$ cat config.mk
export PLATFORM = sky130hd
export DESIGN_NAME = id_ex_pipeline_reg
export DESIGN_NICKNAME = d
export VERILOG_FILES = /design/src/rtl/id_ex_pipeline_reg.sv
export SDC_FILE = /design/constraint.sdc
export NUM_CORES = 1
export LEC_CHECK = 0
export CAP_MARGIN = 20
export CORE_AREA = 8 8 120 122
export DETAILED_ROUTE_END_ITERATION = 16
export DIE_AREA = 0 0 128 130
export PLACE_DENSITY = 0.78
export SLEW_MARGIN = 20
export SYNTH_ARGS = -nofsm -noshare
export SYNTH_HDL_FRONTEND = slang
export SYNTH_SLANG_ARGS = --single-unit
export TNS_END_PERCENT = 30
$ cat constraint.sdc
create_clock -name clk_i -period 1 [get_ports clk_i]
set_input_delay 0.1 -clock clk_i [delete_from_list [all_inputs] [get_ports clk_i]]
set_output_delay 0.1 -clock clk_i [all_outputs]
set_load 0.02 [all_outputs]
$ cat src/rtl/id_ex_pipeline_reg.sv
// ID/EX pipeline register: captures decoded control and operands for EX, with stall/flush support.
// Optional stall/bubble performance counters are built when IDEX_PERF_CNT_EN is defined.
module id_ex_pipeline_reg #(
    parameter int DATA_W  = 32,
    parameter int RADDR_W = 5
`ifdef IDEX_PERF_CNT_EN
    , parameter int CNT_W = 32
`endif
) (
    input  logic               clk_i,
    input  logic               rst_i,
    input  logic               stall_i,
    input  logic               flush_i,
    input  logic               valid_i,
    input  logic               RegWrite_i,
    input  logic               MemtoReg_i,
    input  logic               MemRead_i,
    input  logic               MemWrite_i,
    input  logic [1:0]         ALUOp_i,
    input  logic               ALUSrc_i,
    input  logic [DATA_W-1:0]  RS1data_i,
    input  logic [DATA_W-1:0]  RS2data_i,
    input  logic [DATA_W-1:0]  imm_i,
    input  logic [9:0]         funct_i,
    input  logic [RADDR_W-1:0] RS1addr_i,
    input  logic [RADDR_W-1:0] RS2addr_i,
    input  logic [RADDR_W-1:0] RDaddr_i,
    output logic               RegWrite_o,
    output logic               MemtoReg_o,
    output logic               MemRead_o,
    output logic               MemWrite_o,
    output logic [1:0]         ALUOp_o,
    output logic               ALUSrc_o,
    output logic [DATA_W-1:0]  RS1data_o,
    output logic [DATA_W-1:0]  RS2data_o,
    output logic [DATA_W-1:0]  imm_o,
    output logic [9:0]         funct_o,
    output logic [RADDR_W-1:0] RS1addr_o,
    output logic [RADDR_W-1:0] RS2addr_o,
    output logic [RADDR_W-1:0] RDaddr_o,
    output logic               valid_o
`ifdef IDEX_PERF_CNT_EN
    ,
    output logic [CNT_W-1:0]   stall_cnt_o,
    output logic [CNT_W-1:0]   bubble_cnt_o
`endif
);

    logic               reg_write_reg;
    logic               mem_to_reg_reg;
    logic               mem_read_reg;
    logic               mem_write_reg;
    logic [1:0]         alu_op_reg;
    logic               alu_src_reg;
    logic [DATA_W-1:0]  rs1_data_reg;
    logic [DATA_W-1:0]  rs2_data_reg;
    logic [DATA_W-1:0]  imm_reg;
    logic [9:0]         funct_reg;
    logic [RADDR_W-1:0] rs1_addr_reg;
    logic [RADDR_W-1:0] rs2_addr_reg;
    logic [RADDR_W-1:0] rd_addr_reg;
    logic               valid_reg;

    // Side-effecting controls are suppressed for invalid slots; x0 is never a write target.
    logic reg_write_next;
    logic mem_read_next;
    logic mem_write_next;

    always_comb begin
        reg_write_next = RegWrite_i & valid_i & (RDaddr_i != '0);
        mem_read_next  = MemRead_i & valid_i;
        mem_write_next = MemWrite_i & valid_i;
    end

    always_ff @(posedge clk_i) begin
        if (rst_i || flush_i) begin
            reg_write_reg  <= 1'b0;
            mem_to_reg_reg <= 1'b0;
            mem_read_reg   <= 1'b0;
            mem_write_reg  <= 1'b0;
            alu_op_reg     <= '0;
            alu_src_reg    <= 1'b0;
            rs1_data_reg   <= '0;
            rs2_data_reg   <= '0;
            imm_reg        <= '0;
            funct_reg      <= '0;
            rs1_addr_reg   <= '0;
            rs2_addr_reg   <= '0;
            rd_addr_reg    <= '0;
            valid_reg      <= 1'b0;
        end else if (!stall_i) begin
            reg_write_reg  <= reg_write_next;
            mem_to_reg_reg <= MemtoReg_i;
            mem_read_reg   <= mem_read_next;
            mem_write_reg  <= mem_write_next;
            alu_op_reg     <= ALUOp_i;
            alu_src_reg    <= ALUSrc_i;
            rs1_data_reg   <= RS1data_i;
            rs2_data_reg   <= RS2data_i;
            imm_reg        <= imm_i;
            funct_reg      <= funct_i;
            rs1_addr_reg   <= RS1addr_i;
            rs2_addr_reg   <= RS2addr_i;
            rd_addr_reg    <= RDaddr_i;
            valid_reg      <= valid_i;
        end
    end

    assign RegWrite_o = reg_write_reg;
    assign MemtoReg_o = mem_to_reg_reg;
    assign MemRead_o  = mem_read_reg;
    assign MemWrite_o = mem_write_reg;
    assign ALUOp_o    = alu_op_reg;
    assign ALUSrc_o   = alu_src_reg;
    assign RS1data_o  = rs1_data_reg;
    assign RS2data_o  = rs2_data_reg;
    assign imm_o      = imm_reg;
    assign funct_o    = funct_reg;
    assign RS1addr_o  = rs1_addr_reg;
    assign RS2addr_o  = rs2_addr_reg;
    assign RDaddr_o   = rd_addr_reg;
    assign valid_o    = valid_reg;

`ifdef IDEX_PERF_CNT_EN
    // Index 0 counts held cycles (a flush overrides the stall), index 1 counts inserted bubbles.
    logic [1:0]       cnt_inc;
    logic [CNT_W-1:0] cnt_reg [2];

    assign cnt_inc[0] = stall_i & ~flush_i;
    assign cnt_inc[1] = flush_i;

    generate
        for (genvar gi = 0; gi < 2; gi++) begin : g_perf_cnt
            always_ff @(posedge clk_i) begin
                if (rst_i) begin
                    cnt_reg[gi] <= '0;
                end else if (cnt_inc[gi] && (cnt_reg[gi] != {CNT_W{1'b1}})) begin
                    cnt_reg[gi] <= cnt_reg[gi] + 1'b1;
                end
            end
        end
    endgenerate

    assign stall_cnt_o  = cnt_reg[0];
    assign bubble_cnt_o = cnt_reg[1];
`endif

endmodule

# After elaboration in Yosys (flattened, before gate mapping)
# Index checks and enable logic that the tools add are counted.
# totals
latchBits	0
ram_bits	0
elab_cells	20
in_bits	133
ff_bits	129
mem_bits_ro	0
n_memories	0
out_inout_bits	129
# classes
n_bitwise	4
n_addsub	0
div_mod_pow	0
eq_ne	0
n_mul	0
n_reduce_logical	2
n_lt_le_gt_ge	0
mux	0
n_shift	0
# op_table
cell	count
nonzero test 5 bit	1
bitwise AND 1 bit	4
logical OR 1 bit	1

# Depth between registers and ports, before layout
# depth
ltp_word	2
depth_mapped	5
depth_no_buf	3

# Worst setup path before layout
# No wires, ideal clock.
# synth_path
kind	input to register
startpoint	input RDaddr_i[0]
endpoint	register reg_write_reg, in the netlist RegWrite_o
path_slack_ps	50
setup_time_ps	121
n_path_buf	0
required_ps	879
t_arrival_ps	830
cell_stages	3
path_cell_list	or4_1 > o2111ai_1 > nand2_1
# synth_via
elab_chain_len	2
# synth_rtl
element	line	rtl
start: declaration	27	input logic [RADDR_W-1:0] RDaddr_i,
nonzero test 5 bit	70	reg_write_next = RegWrite_i & valid_i & (RDaddr_i != '0);
bitwise AND 1 bit	70	
end signal: assignment	92	reg_write_reg <= reg_write_next;
end: declaration	49	logic reg_write_reg;
# Every way passes these cells.
# A chain may end at the register's enable or synchronous reset.

# Final worst setup path
# layout_path
startpoint	register funct_reg[8], in the netlist funct_o[8]
endpoint	output funct_o[8]
# layout_lines
element	line	rtl
start: declaration	58	logic [9:0] funct_reg;
start signal: assignment	101	funct_reg <= funct_i;
end: declaration	37	output logic [9:0] funct_o,
# No word-level cell between the ends.

==> flow_summary.ini <==
[die]
core_area_um2 = 12410
dieWidth_um = 128
dieHeight_um = 130
initial_core_util = 0.3706
rows = 41
die-area_um2 = 16640
ios = 262

[grt]
track_usage = 0.1756
grt_pass1_wl_um = 22660
grt_pass1_vias = 4376
grt_overflow_total = 0
grt_max_degree = 50
antenna_found_initial = 0

[synth]
syn_area_um2 = 4601
syn_inst = 421
ys_seq_area_frac = 0.5613
synth_largest_area_cell = dfxtp_1
async_flop_share = 0
yosysUniqueCellTypes = 14
synth-edff-count = 0
yosys_warnings = 0
synth.top_cell.area_share = 0.5613
synth_flop_cell = dfxtp_1
syn_nets = 554
yosys-top-cells-area = dfxtp_1 56%, mux2i_1 27%, nor2_1 11%
synth_seq_cells = 129
ys_top_cells_by_count = 129 x dfxtp_1, 129 x nor2_1, 125 x mux2i_1
avgSynthCellArea_um2 = 10.93

[drt]
drt_iter0_drc = 134
wirelength_um = 15020
postRouteAntennaNets = 0
remaining_drc_errors = 0
first_pass_iters = 5
vias = 3994
routedWlPerCell_um = 17.15
vias_per_cell = 4.559

[clocking]
cts_sinks = 129
clock_latency_ns = 0.41
htree_levels = 4
cts_tree = yes
clock_path_buffers = 2
cts_buffers = 17
cts_root_buffer = clkbuf_16
clkSlewWorstSetupHoldPaths_ns = 0.06

[worst_setup_path]
endpoint = funct_o[8]
cp.arrival_ns = 0.88
cp_slowest_cell = dfxtp_2
worst-path-stages = 1
r2r_cells = 3
slowest_delay_ns = 0.34
cp-start-kind = flip-flop
cp.required_ns = 0.90
crit_path_end_kind = output port
crit_chain = buf_6
worstReg2RegEnd = RS1data_o[29]
crit_type = flip-flop to output port
reg2reg_from = RS1data_o[29]
reg2reg_slack_ns = 0.23
critPathLaunch = funct_o[8]
path_delay_family = flip-flops
crit_path_max_fanout = 2
critical_path_buf_inv_count = 1

[timing]
timing.final.crit_share = 0.9754
rsz0062_at_grt = yes
hold_violations = 0
fmax_ghz = 1.025
finalMaxSlewViolations = 0
setup_viol = 0
finalClockSkew_ns = 0
tightest_slew_ns = 0.2769
holdWs_ns = 0.07586
final.setup.tns_ns = 0
fin_ws_ns = 0.02460
period_needed_ns = 0.9754
slew_headroom = 0.8154

[finish]
fill_cells = 945
drive_gt1_frac = 0.4418
finalCoreUtilization = 0.6760
regArea_um2 = 2744
multi_input_area_um2 = 1805
fin_nets = 824
antenna_cells = 0
fin_cells = 876
postLayoutCellArea_um2 = 8392
area_growth_pct = 82.40

[placed_design]
routabilityCongestion = 0.7419
dp_hpwl_um = 11290
post_dp_cell_area_um2 = 7402
dp_cells = 841
dp_slack_ns = -0.4326
numPortBuffers = 261

[pwr]
total_power_mw = 13.66
leakage_nw = 3.794
p_per_area_nw_per_um2 = 1627
ir_drop_uv = 1019

[job]
maxCapViolations = 0

[hold_path]
hold_class = primary input to flip-flop

[run_status]
status = complete, no violations
## registers in the layout, indices dropped and copies added, names as in the netlist
name / cells
MemRead_o: 1
MemWrite_o: 1
RS1data_o: 32
ALUSrc_o: 1
valid_o: 1
RS1addr_o: 5
RDaddr_o: 5
RS2addr_o: 5
RegWrite_o: 1
RS2data_o: 32
ALUOp_o: 2
imm_o: 32
funct_o: 10
MemtoReg_o: 1
## layout make-up
class                   instances  share of cell area
flip-flops and latches        129              0.3270
clock buffers                  22             0.05889
clock inverters                10             0.01551
repair buffers                280              0.3578
well taps                     172             0.02564
multi-input cells             263              0.2151
## cells in the final DEF, fill, tap and decap left out, types with 2 or more instances in the layout
master             n
a22oi_1            2
buf_12             6
buf_4             11
buf_6            130
bufinv_16          3
clkbuf_16         17
clkbuf_8           5
clkdlybuf4s50_1  129
clkinv_2           5
clkinvlp_4         2
dfxtp_2          129
dlygate4sd3_1      2
dlymetal6s2s_1     2
mux2i_1          125
nor2_1           129
## what timing repair did
| action | 4_1_cts | 5_1_grt |
|---|---|---|
| hold endpoints to repair | 1 | 1 |
| pin swaps | 0 | 1 |
| hold buffers | 1 | 1 |
| setup endpoints to repair | 129 | 60 |
| resized for setup | 837 | 71 |
| buffers inserted | 0 | 1 |
## power breakdown
group	internal, mW	switching (mW)	leakage (nW)
combinational	1.08	0.739	2.38
sequential	5.35	0.120	1.11
clock	4.23	2.14	0.308
total	10.7	3.00	3.79
## layer usage
metal	GRT usage	part of all wire
met1	0.1571	0.34
met2	0.3192	0.52
met3	0.08935	0.10
met4	0.09301	0.033
met5	0	0
## worst min-delay path by stage
stage	from	end	slack [ns]	cells after the start
floorplan	ALUOp_i[0]	ALUOp_o[0]	0.24	2
global placement	stall_i	RDaddr_o[4]	0.43	3
detailed placement	stall_i	RDaddr_o[4]	0.45	3
CTS	stall_i	RegWrite_o	0.05	4
global route	RDaddr_i[1]	RDaddr_o[1]	0.06	3
finish	stall_i	RegWrite_o	0.08	4
## cell families (layout without fill, tap and decap cells)
family | count (synthesis) | in the layout | synth area share
flip-flops | 129 | 129 | 0.5613
buffers and inverters | 29 | 312 | 0.04895
multiplexers | 125 | 125 | 0.2720
AND/OR/NAND/NOR | 134 | 134 | 0.1115
AO/OA/AOI/OAI | 4 | 4 | 0.006253
Note: power is estimated with default switching activity, not from simulation.
